## config.mk

```make
export PLATFORM = sky130hd
export DESIGN_NAME = riscv_test_monitor
export DESIGN_NICKNAME = d
export VERILOG_FILES = /design/src/rtl/riscv_test_monitor.sv
export SDC_FILE = /design/constraint.sdc
export NUM_CORES = 1
export LEC_CHECK = 0
export CAP_MARGIN = 20
export CORE_ASPECT_RATIO = 0.5
export CORE_UTILIZATION = 53
export DETAILED_ROUTE_END_ITERATION = 12
export PLACE_DENSITY = 0.79
export SETUP_SLACK_MARGIN = 0.15
export SYNTH_ARGS = -nofsm -noshare
export SYNTH_HDL_FRONTEND = slang
export SYNTH_SLANG_ARGS = --single-unit
```

## constraint.sdc

```tcl
create_clock -name clk -period 5.2 [get_ports clk]
set_input_delay 0.78 -clock clk [delete_from_list [all_inputs] [get_ports clk]]
set_output_delay 0.78 -clock clk [all_outputs]
set_load 0.05 [all_outputs]
```

## src/rtl/riscv_test_monitor.sv

```systemverilog
// riscv_test_monitor
// Completion monitor for the open_risc_v SoC. It snoops the register-file
// write port and shadows the two signature registers and the test-number
// register. A write of 1 to either signature register starts a drain window,
// and at its end a pass/fail verdict is latched. If no trigger arrives in
// time, a timeout verdict is latched instead. All verdict outputs are sticky
// until rst or clr.
module riscv_test_monitor #(
  parameter int DATA_W         = 32,
  parameter int ADDR_W         = 5,
  parameter int PASS_REG_A     = 26,
  parameter int PASS_REG_B     = 27,
  parameter int TESTNUM_REG    = 3,
  parameter int DRAIN_CYCLES   = 10,
  parameter int TIMEOUT_CYCLES = 100000,
  parameter int CNT_W          = 32
) (
  input  logic              clk,
  input  logic              rst,
  input  logic              clr,
  input  logic              rf_we,
  input  logic [ADDR_W-1:0] rf_waddr,
  input  logic [DATA_W-1:0] rf_wdata,
  output logic              done,
  output logic              pass,
  output logic              fail,
  output logic              timeout,
  output logic [DATA_W-1:0] test_num,
  output logic [CNT_W-1:0]  cycle_count
);

  localparam logic [1:0] RUN   = 2'd0;
  localparam logic [1:0] DRAIN = 2'd1;
  localparam logic [1:0] DONE  = 2'd2;

  // drain_cnt only needs to reach DRAIN_CYCLES-1; keep at least one bit.
  localparam int DRAIN_W = (DRAIN_CYCLES > 1) ? $clog2(DRAIN_CYCLES) : 1;

  localparam logic [DRAIN_W-1:0] DRAIN_LAST   = DRAIN_W'(DRAIN_CYCLES - 1);
  localparam logic [CNT_W-1:0]   TIMEOUT_LAST = CNT_W'(TIMEOUT_CYCLES - 1);
  localparam logic [ADDR_W-1:0]  ADDR_A       = ADDR_W'(PASS_REG_A);
  localparam logic [ADDR_W-1:0]  ADDR_B       = ADDR_W'(PASS_REG_B);
  localparam logic [ADDR_W-1:0]  ADDR_T       = ADDR_W'(TESTNUM_REG);
  localparam logic [DATA_W-1:0]  ONE          = DATA_W'(1);

  logic [1:0]         state, state_d;
  logic [DRAIN_W-1:0] drain_cnt, drain_cnt_d;
  logic [DATA_W-1:0]  sig_a, sig_b;
  logic [DATA_W-1:0]  sig_a_next, sig_b_next;
  logic               done_d, pass_d, fail_d, timeout_d;
  logic               verdict_pass;
  logic [CNT_W-1:0]   cycle_count_d;
  logic               wr_valid, hit_a, hit_b, hit_t, trigger;

  // Decode the snooped write: x0 writes never count, whatever the index.
  always_comb begin
    wr_valid   = rf_we && (rf_waddr != '0);
    hit_a      = wr_valid && (rf_waddr == ADDR_A);
    hit_b      = wr_valid && (rf_waddr == ADDR_B);
    hit_t      = wr_valid && (rf_waddr == ADDR_T);
    trigger    = (hit_a || hit_b) && (rf_wdata == ONE);
    // The verdict must see a signature write landing on the verdict edge.
    sig_a_next   = hit_a ? rf_wdata : sig_a;
    sig_b_next   = hit_b ? rf_wdata : sig_b;
    verdict_pass = (sig_a_next == ONE) && (sig_b_next == ONE);
  end

  // Next-state, drain counter and verdict logic.
  always_comb begin
    // NOTE: every output of this block gets a default first so that no path
    // leaves it unassigned, which would otherwise infer a latch.
    state_d     = state;
    drain_cnt_d = drain_cnt;
    done_d      = done;
    pass_d      = pass;
    fail_d      = fail;
    timeout_d   = timeout;
    case (state)
      RUN: begin
        // Trigger wins over a timeout landing on the same edge.
        if (trigger) begin
          state_d     = DRAIN;
          drain_cnt_d = '0;
        end else if (cycle_count == TIMEOUT_LAST) begin
          state_d   = DONE;
          done_d    = 1'b1;
          timeout_d = 1'b1;
        end
      end
      DRAIN: begin
        if (drain_cnt == DRAIN_LAST) begin
          state_d = DONE;
          done_d  = 1'b1;
          pass_d  = verdict_pass;
          fail_d  = !verdict_pass;
        end else begin
          drain_cnt_d = drain_cnt + 1'b1;
        end
      end
      DONE: begin
        state_d = DONE;
      end
      default: begin
        state_d = RUN;
      end
    endcase
  end

  // Cycle counter: counts while RUN or DRAIN, saturates, freezes in DONE.
  always_comb begin
    cycle_count_d = cycle_count;
    if ((state != DONE) && (cycle_count != '1)) begin
      cycle_count_d = cycle_count + 1'b1;
    end
  end

  // State, shadow and output registers; clr behaves like a synchronous reset
  // and discards any write presented on the same edge.
  always_ff @(posedge clk or posedge rst) begin
    // NOTE: sequential state uses non-blocking assignments only, so every
    // register samples the pre-edge values regardless of statement order.
    if (rst) begin
      state       <= RUN;
      drain_cnt   <= '0;
      sig_a       <= '0;
      sig_b       <= '0;
      test_num    <= '0;
      cycle_count <= '0;
      done        <= 1'b0;
      pass        <= 1'b0;
      fail        <= 1'b0;
      timeout     <= 1'b0;
    end else if (clr) begin
      state       <= RUN;
      drain_cnt   <= '0;
      sig_a       <= '0;
      sig_b       <= '0;
      test_num    <= '0;
      cycle_count <= '0;
      done        <= 1'b0;
      pass        <= 1'b0;
      fail        <= 1'b0;
      timeout     <= 1'b0;
    end else begin
      state       <= state_d;
      drain_cnt   <= drain_cnt_d;
      cycle_count <= cycle_count_d;
      done        <= done_d;
      pass        <= pass_d;
      fail        <= fail_d;
      timeout     <= timeout_d;
      // Shadows track writes in RUN and DRAIN; everything is frozen in DONE.
      if (state != DONE) begin
        sig_a <= sig_a_next;
        sig_b <= sig_b_next;
        if (hit_t) begin
          test_num <= rf_wdata;
        end
      end
    end
  end

endmodule
```

==> impl_metrics.env, run 1 <==
export IMPL_status="complete, no violations"
export IMPL_setup_tns_final_ps=0
export IMPL_syn_area_um2=6456
export IMPL_insertion_delay_ps=420
export IMPL_drive_above_1_share=0.06211
export IMPL_cp_start_kind="primary input"
export IMPL_dr_pass1_iters=6
export IMPL_p_per_area_nw_per_um2=308.0
export IMPL_worstPathRequired_ps=5500
export IMPL_cts_tree="yes"
export IMPL_cts_sinks=138
export IMPL_path_max_fanout=6
export IMPL_placed_cells=937
export IMPL_row_count=28
export IMPL_grt_pass1_wl_mm=27.28
export IMPL_pin_count=109
export IMPL_fmax_mhz=327.5
export IMPL_skew_ps=9.310
export IMPL_utilization=0.7052
export IMPL_start_util=0.5452
export IMPL_comb_power_share=0.089
export IMPL_vias_per_cell=5.749
export IMPL_synthDistinctLibCells=46
export IMPL_report_final_setup_viol=0
export IMPL_gr_total_overflow=0
export IMPL_clock_power_share=0.483
export IMPL_syn_avg_cell_area_um2=9.316
export IMPL_tightest_slew_ps=1110
export IMPL_postCtsSetupRepairBufs=0
export IMPL_ctsResizeCount=0
export IMPL_relSlewSlack=0.2598
export IMPL_cap_violations=0
export IMPL_setup_worst_path_class="in -> reg"
export IMPL_fin_nets=840
export IMPL_n_antenna_cell=0
export IMPL_cts_path_max_buffers=2
export IMPL_areaGrowthSynthToFinish_pct=29.34
export IMPL_rsz0062_at_grt="no"
export IMPL_critPathArrivalTime_ps=3350
export IMPL_synth_seq_cells=138
export IMPL_hold_class="reg -> reg"
export IMPL_power_leakage_nw=3.295
export IMPL_hpwl_mm=10.82
export IMPL_clk_pin_slew_ps=60
export IMPL_slew_viol_final=0
export IMPL_ir_drop_uv=211.2
export IMPL_wirelength_mm=16.79
export IMPL_num_vias=5577
export IMPL_grt_pass1_vias=5387
export IMPL_fin_cells=970
export IMPL_end_kind="flop"
export IMPL_drtIter0Drc=310
export IMPL_grt_util_all_layers=0.2826
export IMPL_grt_max_degree=108
export IMPL_p_switching_uw=660.5
export IMPL_place_congestion=0.8268
export IMPL_period_needed_ps=3053
export IMPL_io_buffers=108
export IMPL_finalHoldViolCount=0
export IMPL_fp_dieW_um=158.1
export IMPL_die_h_um=80.05
export IMPL_drc=0
export IMPL_antenna_found_initial=0
export IMPL_worst_hold_slack_ps=500.6
export IMPL_synth_warnings=0
export IMPL_finalPower_mw=2.572
export IMPL_dieArea_um2=12650
export IMPL_ys_seq_area_frac=0.5349
export IMPL_cts_root_buf="clkbuf_16"
export IMPL_h_tree_depth=4
export IMPL_swShare=0.2568
export IMPL_antenna_left=0
export IMPL_seqPwrFrac=0.428
export IMPL_finalCritPeriodShare=0.5871
export IMPL_cts_buffers=17
export IMPL_wire_per_inst_um=17.30
export IMPL_synth_fp_nets=741
export IMPL_core_um2=11840
export IMPL_p_int_mw=1.912
export IMPL_synth_cells=693
export IMPL_holdBufCountCts=0
-- synthesized netlist by cell type, drive strengths merged --
library cell / number / area (µm²)
and2: 1 / 6.260
xnor2: 23 / 201.4
nand2b: 1 / 6.260
o2bb2ai: 1 / 8.760
clkbuf: 35 / 131.4
a32o: 1 / 10.01
nor2b: 3 / 18.77
a21oi: 75 / 375.4
nand4: 13 / 81.33
dfrtp: 138 / 3453
nor4b: 2 / 17.52
o22ai: 1 / 6.260
buf: 1 / 5.000
nor4: 31 / 209.0
and3: 2 / 12.51
nand2: 146 / 548.0
o41ai: 1 / 8.760
a2bb2oi: 2 / 17.52
nand3: 16 / 80.08
mux2i: 35 / 350.3
nor4bb: 1 / 10.01
or3: 10 / 67.56
nor3b: 4 / 30.03
nand3b: 2 / 15.01
nand4b: 5 / 43.79
o211ai: 2 / 15.01
ha: 7 / 87.58
nor3: 16 / 80.08
or2: 2 / 12.51
or4b: 1 / 10.01
nor2: 71 / 266.5
inv: 11 / 41.29
and3b: 1 / 8.760
xor2: 3 / 26.28
or4: 9 / 68.82
o21a: 1 / 7.510
and4: 3 / 26.28
a31oi: 1 / 6.260
o31a: 1 / 8.760
a221oi: 1 / 8.760
o31ai: 1 / 7.510
o21ai: 12 / 60.05
-- worst paths after layout --
path | start | to | slack (ps) | cells after the start
max reg2reg | cycle_count[0] | done | 2330 | 6
min in group asynchronous | rst | test_num[24] | 950 | 2
min | timeout | timeout | 500 | 2
max in group asynchronous | rst | cycle_count[13] | 3290 | 3
min reg2reg | timeout | timeout | 500 | 2
max | rf_wdata[24] | drain_cnt[2] | 2150 | 7
-- area by class of cell --
| cell class | count | area, µm² |
|---|---|---|
| Clock buffer | 19 | 452.9 |
| Multi-Input combinational cell | 508 | 2844 |
| Fill cell | 902 | 3491 |
| Clock inverter | 13 | 156.4 |
| Timing Repair Buffer | 116 | 1191 |
| Inverter | 11 | 46.29 |
| Sequential cell | 138 | 3453 |
| Tap cell | 165 | 206.4 |
-- logic make-up after synthesis --
group / after synthesis / share of synthesized area
buffers and inverters: 47 / 0.02752
XOR/XNOR: 26 / 0.03527
flip-flops: 138 / 0.5349
adder cells (fa/ha/maj): 7 / 0.01357
AO/OA/AOI/OAI: 100 / 0.08372
multiplexers: 35 / 0.05426
AND/OR/NAND/NOR: 340 / 0.2508
-- worst max-delay path, cell delays in order --
cell and delay, ps:
clkdlybuf4s50_1 480, or4b_1 550, or4_1 440, or3_4 420
o21ai_1 350, o21ai_0 180, o2bb2ai_1 150
-- registers in the layout, indices dropped and copies added (netlist names) --
signal	cells
done	1
fail	1
pass	1
sig_a	32
timeout	1
state	2
drain_cnt	4
sig_b	32
cycle_count	32
test_num	32
-- through the flow --
stage | instance area (µm²) | setup WS, ps
floorplan | 6456 | 723.8
global placement | 7666 | 1798
detailed placement | 7714 | 1737
CTS | 8323 | 2174
global route | 8351 | 2032
finish | 8351 | 2147
-- metal layers --
metal / vias to the layer above / routed length (µm) / global-route usage
met2: 189 / 7897 / 0.4566
li1: 2610 / - / -
met1: 2751 / 7587 / 0.3810
met5: - / 0 / 0
met4: 0 / 302 / 0.07981
met3: 27 / 998 / 0.06678
-- power by group through the flow --
stage / Combinational [mW] / Clock [mW] / Sequential [mW]
final: 0.229 / 1.24 / 1.10
after global routing: 0.250 / 1.31 / 1.10
after CTS: 0.230 / 1.25 / 1.10
after detailed placement: 0.229 / 0 / 1.12
after global placement: 0.223 / 0 / 1.12
after floorplan: 0.103 / 0 / 1.15
-- cells in the final DEF, fill, tap and decap left out, types with 15 or more instances in the layout --
master           instances
a21oi_1                 75
clkbuf_16               17
clkdlybuf4s50_1        107
dfrtp_1                138
mux2i_1                 35
nand2_1                146
nand3_1                 16
nor2_1                  70
nor3_1                  15
nor4_1                  29
xnor2_1                 23
Power figures use the tool's default switching activity.
==> inputs of run 2 (changes only) <==
--- a/config.mk
+++ b/config.mk
@@ -7,9 +7,9 @@
 export LEC_CHECK = 0
 export CAP_MARGIN = 20
 export CORE_ASPECT_RATIO = 0.5
-export CORE_UTILIZATION = 53
+export CORE_UTILIZATION = 48
 export DETAILED_ROUTE_END_ITERATION = 12
-export PLACE_DENSITY = 0.79
+export PLACE_DENSITY = 0.75
 export SETUP_SLACK_MARGIN = 0.15
 export SYNTH_ARGS = -nofsm -noshare
 export SYNTH_HDL_FRONTEND = slang
==> constraint.sdc (replaced) <==
create_clock -name clk -period 2.7 [get_ports clk]
set_input_delay 0.405 -clock clk [delete_from_list [all_inputs] [get_ports clk]]
set_output_delay 0.405 -clock clk [all_outputs]
set_load 0.05 [all_outputs]
==> run 2 against run 1 <==
The flow now finishes with violations (design-rule violations). Sequential share of layout area shrank 0.77 points. Critical path type unchanged. Global-route usage shrank 2.4 points. Power grew 87%. Die area grew 10%. Largest cell class unchanged. Core utilization shrank 4.4 points. Flip-flop and latch count is the same. Critical path depth is the same. Count of clock-buffer cells in the layout shrank 2. Design area grew 2.1%. Worst setup slack lost 2000 ps.
==> impl_metrics.env, run 2 (synthesis gave the netlist of run 1 again) <==
export IMPL_areaGrowthSynthToFinish_pct=32.00
export IMPL_fmax_mhz=393.6
export IMPL_finalCritPeriodShare=0.9410
export IMPL_wirelength_mm=17.35
export IMPL_die_h_um=84.01
export IMPL_path_cells="clkdlybuf4s50_1, or4b_4, or4_4, or3_4, or3_1, o21ai_1, a32o_1"
export IMPL_violations="design-rule violations"
export IMPL_post_dp_cell_area_um2=7949
export IMPL_period_needed_ps=2541
export IMPL_utilization=0.6616
export IMPL_p_per_area_nw_per_um2=565.0
export IMPL_tightest_slew_ps=710.4
export IMPL_drive_above_1_share=0.1054
export IMPL_postCtsSetupRepairBufs=0
export IMPL_end_kind="flop"
export IMPL_io_buffers=108
export IMPL_cts_sinks=138
export IMPL_rsz0062_at_grt="no"
export IMPL_slew_viol_final=0
export IMPL_start_util=0.5012
export IMPL_grt_max_degree=65
export IMPL_crit_buf_inv=1
export IMPL_finalPower_mw=4.815
export IMPL_final_common_cell="nand2_1"
export IMPL_skew_ps=8.279
export IMPL_cts_path_max_buffers=2
export IMPL_fin_nets=870
export IMPL_cap_violations=0
export IMPL_relSlewSlack=0.5254
export IMPL_vias_per_cell=5.640
export IMPL_path_max_fanout=4
export IMPL_drc=5
export IMPL_r2r_slack_ps=380
export IMPL_setup_tns_final_ps=0
export IMPL_row_count=29
export IMPL_ctsResizeCount=0
export IMPL_grt_util_all_layers=0.2583
export IMPL_antenna_found_initial=0
export IMPL_grt_pass1_wl_mm=28.20
export IMPL_cp_slowest_cell="or4b_4"
export IMPL_dieArea_um2=13950
export IMPL_cp_top_family="simple AND/OR/NAND/NOR gates"
export IMPL_slowest_delay_ps=540
export IMPL_gr_total_overflow=0
export IMPL_grt_pass1_vias=5550
export IMPL_setup_worst_path_class="in -> reg"
export IMPL_cp_start_kind="primary input"
export IMPL_wire_per_inst_um=17.26
export IMPL_ir_drop_uv=358.4
export IMPL_clk_pin_slew_ps=60
export IMPL_finalHoldViolCount=0
export IMPL_antenna_left=0
export IMPL_fp_dieW_um=166.0
export IMPL_fill_cells=981
export IMPL_cts_root_buf="clkbuf_16"
export IMPL_worstPathRequired_ps=3050
export IMPL_cts_tree="yes"
export IMPL_insertion_delay_ps=420
export IMPL_critPathArrivalTime_ps=2900
export IMPL_drtIter0Drc=506
export IMPL_hpwl_mm=11.48
export IMPL_pin_count=109
export IMPL_report_final_setup_viol=0
export IMPL_cts_buffers=17
export IMPL_layout_common_cells="nand2_1 (146), dfrtp_1 (134), clkdlybuf4s50_1 (106)"
export IMPL_core_um2=12880
export IMPL_hold_class="in -> reg"
export IMPL_holdBufCountCts=0
export IMPL_dr_pass1_iters=11
export IMPL_n_antenna_cell=0
export IMPL_h_tree_depth=4
export IMPL_final_area_um2=8522
export IMPL_power_leakage_nw=3.402
export IMPL_place_congestion=0.8626
export IMPL_status="finished with violations"
export IMPL_num_vias=5668
==> run 2: layer usage <==
layer | GRT usage | share of wire | vias to the layer above | wire, µm
met5 | 0 | 0 | - | 0
met4 | 0.07732 | 0.014 | 0 | 237
met3 | 0.05880 | 0.066 | 21 | 1142
met2 | 0.4135 | 0.47 | 212 | 8147
met1 | 0.3522 | 0.45 | 2772 | 7819
li1 | - | - | 2663 | -
==> run 2: layout make-up <==
type | instances | area [µm²] | area share
multi-input combinational | 508 | 2859 | 0.3355
clock inverter | 15 | 130.1 | 0.01527
inverter | 11 | 45.04 | 0.005286
tap | 170 | 212.7 | 0.02496
clock buffer | 17 | 425.4 | 0.04992
sequential | 138 | 3458 | 0.4058
timing repair buffer | 146 | 1391 | 0.1633
==> run 2: through the flow <==
stage / std cells / worst slack, ps / hold WS, ps
floorplan: 693 / 267.4 / 476.9
global placement: 973 / -202.9 / 500.2
detailed placement: 973 / -234.9 / 505.9
CTS: 1005 / 170.5 / 397.3
global route: 1005 / 107.8 / 414.1
finish: 1005 / 159.3 / 410.7
==> run 2: worst register-to-register path, delay by kind of cell, from the launching register on <==
| family | cells | cell delay [ps] |
|---|---|---|
| XOR/XNOR | 1 | 150 |
| buffers and inverters | 1 | 260 |
| flip-flops | 1 | 420 |
| AND/OR/NAND/NOR | 5 | 1360 |
==> run 2: worst paths after layout <==
path	startpoint	endpoint	cells past startpoint
worst max-delay path	rf_wdata[6]	state[0]	7
worst min-delay path	clr	sig_b[30]	2
worst max register to register	cycle_count[23]	cycle_count[13]	7
worst min register to register	sig_b[31]	sig_b[31]	2
max in group asynchronous	rst	sig_b[21]	3
min in group asynchronous	rst	test_num[4]	2
==> run 2: power breakdown <==
group | leakage, nW | internal (mW) | total [mW] | switching [mW]
sequential | 1.92 | 2.10 | 2.12 | 0.0273
clock | 0.263 | 1.21 | 2.21 | 1.00
combinational | 1.22 | 0.176 | 0.480 | 0.305
total | 3.40 | 3.48 | 4.81 | 1.34
==> inputs of run 3 (changes only) <==
--- a/config.mk
+++ b/config.mk
@@ -11,6 +11,7 @@
 export DETAILED_ROUTE_END_ITERATION = 12
 export PLACE_DENSITY = 0.75
 export SETUP_SLACK_MARGIN = 0.15
+export SKIP_LAST_GASP = 1
 export SYNTH_ARGS = -nofsm -noshare
 export SYNTH_HDL_FRONTEND = slang
 export SYNTH_SLANG_ARGS = --single-unit
==> results of run 3 <==
No change in the layout: final DEF, timing and power equal those of run 2.
